**src/rtl/dispatch_pkg.sv**
```systemverilog
// Shared definitions for the credit-based dispatch stage: FU type codes,
// the default port-to-type map and the credit counter width helper.
package dispatch_pkg;

  typedef enum logic [1:0] {
    FU_ALU  = 2'd0,
    FU_MDU  = 2'd1,
    FU_MEM  = 2'd2,
    FU_MISC = 2'd3
  } fu_type_e;

  // Port 0 is the low field: ports 0,1 = ALU, 2 = MDU, 3 = MEM, 4 = MISC.
  localparam logic [9:0] DEFAULT_PORT_TYPE = {2'd3, 2'd2, 2'd1, 2'd0, 2'd0};

  function automatic int credit_width(input int depth);
    return $clog2(depth + 1);
  endfunction

endpackage

```
**src/rtl/credit_counter.sv**
```systemverilog
// Per-port reservation-station credit counter; saturates at RS_DEPTH and
// flags an overflow when a return arrives with the counter already full.
module credit_counter
  import dispatch_pkg::*;
#(
  parameter int RS_DEPTH = 8,
  parameter int CNT_W    = credit_width(RS_DEPTH)
) (
  input  logic             clk,
  input  logic             rst_n,
  input  logic             flush_i,
  input  logic             dec_i,
  input  logic             inc_i,
  output logic [CNT_W-1:0] count_o,
  output logic             ovf_o
);

  localparam logic [CNT_W-1:0] FULL = CNT_W'(RS_DEPTH);

  logic [CNT_W-1:0] count_q, count_d;

  always_comb begin
    count_d = count_q;
    ovf_o   = 1'b0;
    if (flush_i) begin
      count_d = FULL;
    end else if (dec_i && !inc_i) begin
      count_d = count_q - 1'b1;
    end else if (inc_i && !dec_i) begin
      if (count_q == FULL) begin
        ovf_o = 1'b1;
      end else begin
        count_d = count_q + 1'b1;
      end
    end
  end

  always_ff @(posedge clk) begin
    if (!rst_n) begin
      count_q <= FULL;
    end else begin
      count_q <= count_d;
    end
  end

  assign count_o = count_q;

endmodule

```
**src/rtl/credit_dispatch_unit.sv**
```systemverilog
// In-order dispatch of up to DISPATCH_WIDTH queue-head entries onto typed
// RS write ports, gated by per-port credits; RS writes are registered.
module credit_dispatch_unit
  import dispatch_pkg::*;
#(
  parameter int DISPATCH_WIDTH = 4,
  parameter int NUM_PORTS      = 5,
  parameter int TYPE_W         = 2,
  parameter logic [NUM_PORTS*TYPE_W-1:0] PORT_TYPE = DEFAULT_PORT_TYPE,
  parameter int RS_DEPTH       = 8,
  parameter int DATA_W         = 128,
  localparam int CNT_W         = credit_width(RS_DEPTH)
) (
  input  logic                             clk,
  input  logic                             rst_n,
  input  logic                             flush_i,
  input  logic [DISPATCH_WIDTH-1:0]        in_valid_i,
  input  logic [DISPATCH_WIDTH*TYPE_W-1:0] in_type_i,
  input  logic [DISPATCH_WIDTH*DATA_W-1:0] in_data_i,
  output logic [DISPATCH_WIDTH-1:0]        in_ready_o,
  input  logic [NUM_PORTS-1:0]             credit_ret_i,
  output logic [NUM_PORTS-1:0]             out_valid_o,
  output logic [NUM_PORTS*DATA_W-1:0]      out_data_o,
  output logic [NUM_PORTS*CNT_W-1:0]       credit_o,
  output logic                             err_o
);

  // Handshake: in_ready_o[i] is combinational and asserted only together with
  // in_valid_i[i]; slot i is consumed at this clock edge and the queue pops
  // exactly the asserted slots, which always form a prefix starting at slot 0.

  logic [NUM_PORTS-1:0]        out_valid_q, out_valid_d;
  logic [NUM_PORTS*DATA_W-1:0] out_data_q, out_data_d;
  logic                        err_q, err_d;
  logic [NUM_PORTS-1:0]        dispatch;
  logic [NUM_PORTS-1:0]        ovf;
  logic [NUM_PORTS-1:0]        taken;
  logic [CNT_W-1:0]            credit_w [NUM_PORTS];
  logic                        chain;
  logic                        found;
  logic                        routable;
  logic                        unroutable;
  int                          pidx;

  always_comb begin
    taken      = '0;
    in_ready_o = '0;
    out_data_d = out_data_q;
    chain      = !flush_i;
    unroutable = 1'b0;
    found      = 1'b0;
    routable   = 1'b0;
    pidx       = 0;
    for (int i = 0; i < DISPATCH_WIDTH; i++) begin
      found    = 1'b0;
      routable = 1'b0;
      pidx     = 0;
      for (int p = 0; p < NUM_PORTS; p++) begin
        if (PORT_TYPE[p*TYPE_W +: TYPE_W] == in_type_i[i*TYPE_W +: TYPE_W]) begin
          routable = 1'b1;
          if (!found && !taken[p] && (credit_w[p] != '0)) begin
            found = 1'b1;
            pidx  = p;
          end
        end
      end
      if (chain && in_valid_i[i] && !routable) begin
        unroutable = 1'b1;
      end
      if (chain && in_valid_i[i] && found) begin
        in_ready_o[i] = 1'b1;
        taken[pidx]   = 1'b1;
        out_data_d[pidx*DATA_W +: DATA_W] = in_data_i[i*DATA_W +: DATA_W];
      end
      chain = chain & in_ready_o[i];
    end
    dispatch    = taken;
    out_valid_d = taken;
    err_d       = err_q | unroutable | (|ovf);
  end

  for (genvar p = 0; p < NUM_PORTS; p++) begin : g_credit
    credit_counter #(
      .RS_DEPTH(RS_DEPTH),
      .CNT_W   (CNT_W)
    ) u_cnt (
      .clk    (clk),
      .rst_n  (rst_n),
      .flush_i(flush_i),
      .dec_i  (dispatch[p]),
      .inc_i  (credit_ret_i[p]),
      .count_o(credit_w[p]),
      .ovf_o  (ovf[p])
    );
    assign credit_o[p*CNT_W +: CNT_W] = credit_w[p];
  end

  always_ff @(posedge clk) begin
    if (!rst_n) begin
      out_valid_q <= '0;
      out_data_q  <= '0;
      err_q       <= 1'b0;
    end else begin
      out_valid_q <= out_valid_d;
      out_data_q  <= out_data_d;
      err_q       <= err_d;
    end
  end

  assign out_valid_o = out_valid_q;
  assign out_data_o  = out_data_q;
  assign err_o       = err_q;

endmodule

```
**config.mk**
```make
export PLATFORM = sky130hd
export DESIGN_NAME = credit_dispatch_unit
export DESIGN_NICKNAME = d
export VERILOG_FILES = /design/src/rtl/dispatch_pkg.sv /design/src/rtl/credit_counter.sv /design/src/rtl/credit_dispatch_unit.sv
export SDC_FILE = /design/constraint.sdc
export NUM_CORES = 2
export LEC_CHECK = 0
export CAP_MARGIN = 20
export CORE_AREA = 2 2 469 471
export DETAILED_ROUTE_END_ITERATION = 16
export DIE_AREA = 0 0 471 473
export PLACE_DENSITY_LB_ADDON = 0.08
export SKIP_LAST_GASP = 1
export SYNTH_ARGS = -nofsm -noshare
export SYNTH_HDL_FRONTEND = slang
export SYNTH_HIERARCHICAL = 1
export SYNTH_SLANG_ARGS = --single-unit
```
**constraint.sdc**
```tcl
create_clock -name clk -period 5.71 [get_ports clk]
set_clock_uncertainty 0.1 [all_clocks]
set_input_delay 1.142 -clock clk [delete_from_list [all_inputs] [get_ports clk]]
set_output_delay 1.142 -clock clk [all_outputs]
set_load 0.005 [all_outputs]
```
==> metrics <==
status complete, no violations; critical path required time ~4.5 ns; Slew HR 0.163; layout cell share with drive strength beyond 1 0.0904; TritonCTS Buffers 95; vias a little under 60,000; final RePlAce weighted congestion 0.877; io pins around 1,200; syn_area_per_cell between 7 and 8 um2; Clk pin slew, worst setup/hold paths around 0.060 ns; Worst Setup End Kind output port; warnings from Yosys 6; clock tree root buffer cell clkbuf_16; WL/cell approximately 33 um; CTS sink cnt ~670; DRT Pass-1 Iters 10; Tot Pwr between 10,000 and 15,000 uW; die area between 200,000 and 250,000 um2; grt total ovfl 0; post-synth top area share 0.272; fill count roughly 23,000; RR Startpoint g_credit[0].u_cnt/count_o[1]$_SDFFE_PP0P_; Vias/cell about 5.6; worst hold path class reg -> reg; max incr delay on CP roughly 0.74 ns; flops & latches, synth 666; Synth area leaders dfxtp_1 (27%), mux2i_1 (18%), nand2_1 (6.9%); syn_nets about 7,000; top_reg_cell synth dfxtp_1; Iteration-0 DRC Markers just over 6,000; Arr. time, crit path ~4.4 ns; die width 471 um; final WL roughly 340,000 um; Max Buffers Root-to-Sink 3; post-synthesis sequential area ratio 0.272; final hold slack around 0.46 ns; Worst-Skew Late Latency 0.75 ns; Initial Util 0.224; Syn Std Cell Area ~50,000 um2; max cap viols 0; CTS Hold Bufs 0; Slew @ Worst Pin roughly 1.3 ns; most common cell after layout, fill and taps aside clkdlybuf4s50_1; Synth Instances ~6,400; worst hold path startpoint err_o$_SDFF_PN0_; Crit Path Max Fanout 6; core area 218,000 um2; final net count approximately 8,000; critical-path cell list clkdlybuf4s50_1 > buf_4 > or4b_2 > maj3_1 > o211a_1 > o21ai_0 > buf_4 > a31o_4 > inv_1 > clkdlybuf4s50_1; commonest non-fill, non-tap cells in the layout clkdlybuf4s50_1 (1,199), nand2_1 (900), mux2i_1 (860), dfxtp_1 (666), o21ai_0 (487); TritonCTS clock tree done; number of synthesized flops with an enable pin 0; min Tclk post-route ~5.6 ns; Critical Path Source Type primary input; leakage power 0.0259 uW; Final Cycle Share 0.983; port bufs ~1,200; Die Ht approximately 470 um; Synth area leader dfxtp_1; maximum vdd drop about 0.21 mV; initial antenna violation count 39; final setup violation count 0; first-pass GRT wire length 472,000 um; crit path kind in -> out; Rows around 170; Yosys cell types 72; Util after Layout 0.319; vias in the first global route 56,286; RSZ-0062 raised after global routing false; final hold violation count 0; # DRC 0; H-tree lvl count 3; CP Launch Point in_type_i[1]; ys async rst share 0; post-route ant nets 0; GR Util All Layers 0.292; Area growth syn-to-layout 42.3%; largest net degree at the start of global routing approximately 150; Slowest-stage cell, CP or4b_2; Post-DP HPWL 241,000 um; fin. max-slew vios 0; PD cells a little under 200 nW/um2; highest clock rate approximately 0.18 GHz
per-layer routing:
layer | global-route usage | up-vias | part of all wire
met5 | 0 | - | 0.00017
met4 | 0.122 | 8 | 0.042
met3 | 0.0611 | 477 | 0.080
met2 | 0.474 | 3127 | 0.46
met1 | 0.373 | 29174 | 0.42
li1 | - | 25714 | -
worst max-delay path: cells and delay by family:
family	cells	cell delay, ns
buffers and inverters	5	1.57
and+or+nand+nor	1	0.74
AOI/OAI and AO/OA	3	0.52
adders and majority gates	1	0.38
cell usage after synthesis (all sizes together), types with 10 or more instances:
cell type,number
a211oi,14
a21oi,389
a222oi,118
a22oi,14
a31oi,129
and2,193
and3,133
buf,138
clkbuf,599
dfxtp,666
ha,31
inv,211
mux2,123
mux2i,860
nand2,901
nand2b,10
nand3,150
nand3b,16
nand4,388
nor2,82
nor2b,16
nor3,35
nor3b,68
nor4,67
o211ai,10
o21ai,603
o2bb2ai,119
o31ai,264
logic make-up (layout without fill, tap and decap cells):
logic type | count (synthesis) | count (layout) | share of synthesized area
AO/OA/AOI/OAI | 1704 | 1704 | 0.218
adder cells (fa/ha/maj) | 34 | 34 | 0.00854
XOR/XNOR | 5 | 5 | 0.000895
flip-flops | 666 | 666 | 0.272
multiplexers | 983 | 983 | 0.204
buffers and inverters | 949 | 1996 | 0.0786
AND/OR/NAND/NOR | 2099 | 2099 | 0.218
other | 0 | 19 | 0
report_power, final:
part	internal, uW	total (uW)	switching [uW]	leakage [uW]
combinational	917	2750	1840	0.0191
clock	3490	6160	2670	0.00147
sequential	4710	4770	65.6	0.00537
total	9110	13700	4570	0.0259
per-stage QoR:
step	setup slack, ns	instances	area [um2]	setup TNS (ns)
floorplan	0.00349	6440	49000	0
global placement	-0.0277	10193	66600	-0.252
detailed placement	-0.0273	10193	66600	-0.222
CTS	0.0367	10357	69600	0
global route	0.0222	10367	69700	0
finish	0.0983	10377	69700	0
cell type report:
type                            instances  area (um2)  share of cell area
Antenna cell                           19        47.5            0.000682
Sequential cell                       666       13300               0.191
Clock buffer                          152        2820              0.0404
Timing Repair Buffer                 1620       16800               0.241
Multi-Input combinational cell       4825       32000               0.460
Inverter                              212         828              0.0119
Tap cell                             2871        3590              0.0516
Clock inverter                         12         194             0.00278
flip-flops by register name, indices dropped and copies added (netlist names):
| signal | flops |
|---|---|
| err_o | 1 |
| out_data_o | 640 |
| out_valid_o | 5 |
| g_credit.u_cnt/count_o | 20 |
timing repair:
action	in CTS	in global routing
gates resized for setup	0	7
endpoints found under the hold margin	0	0
setup endpoints to repair	0	1
setup buffers	0	0
final timing paths:
| kind | to | slack, ns | cells past startpoint |
|---|---|---|---|
| max reg2reg | out_data_o[326]$_SDFF_PN0_ | 0.57 | 17 |
| min reg2reg | err_o$_SDFF_PN0_ | 0.46 | 2 |
| min | err_o$_SDFF_PN0_ | 0.46 | 2 |
| max | in_ready_o[2] | 0.1 | 10 |
Note: power is estimated with default switching activity, not from simulation.
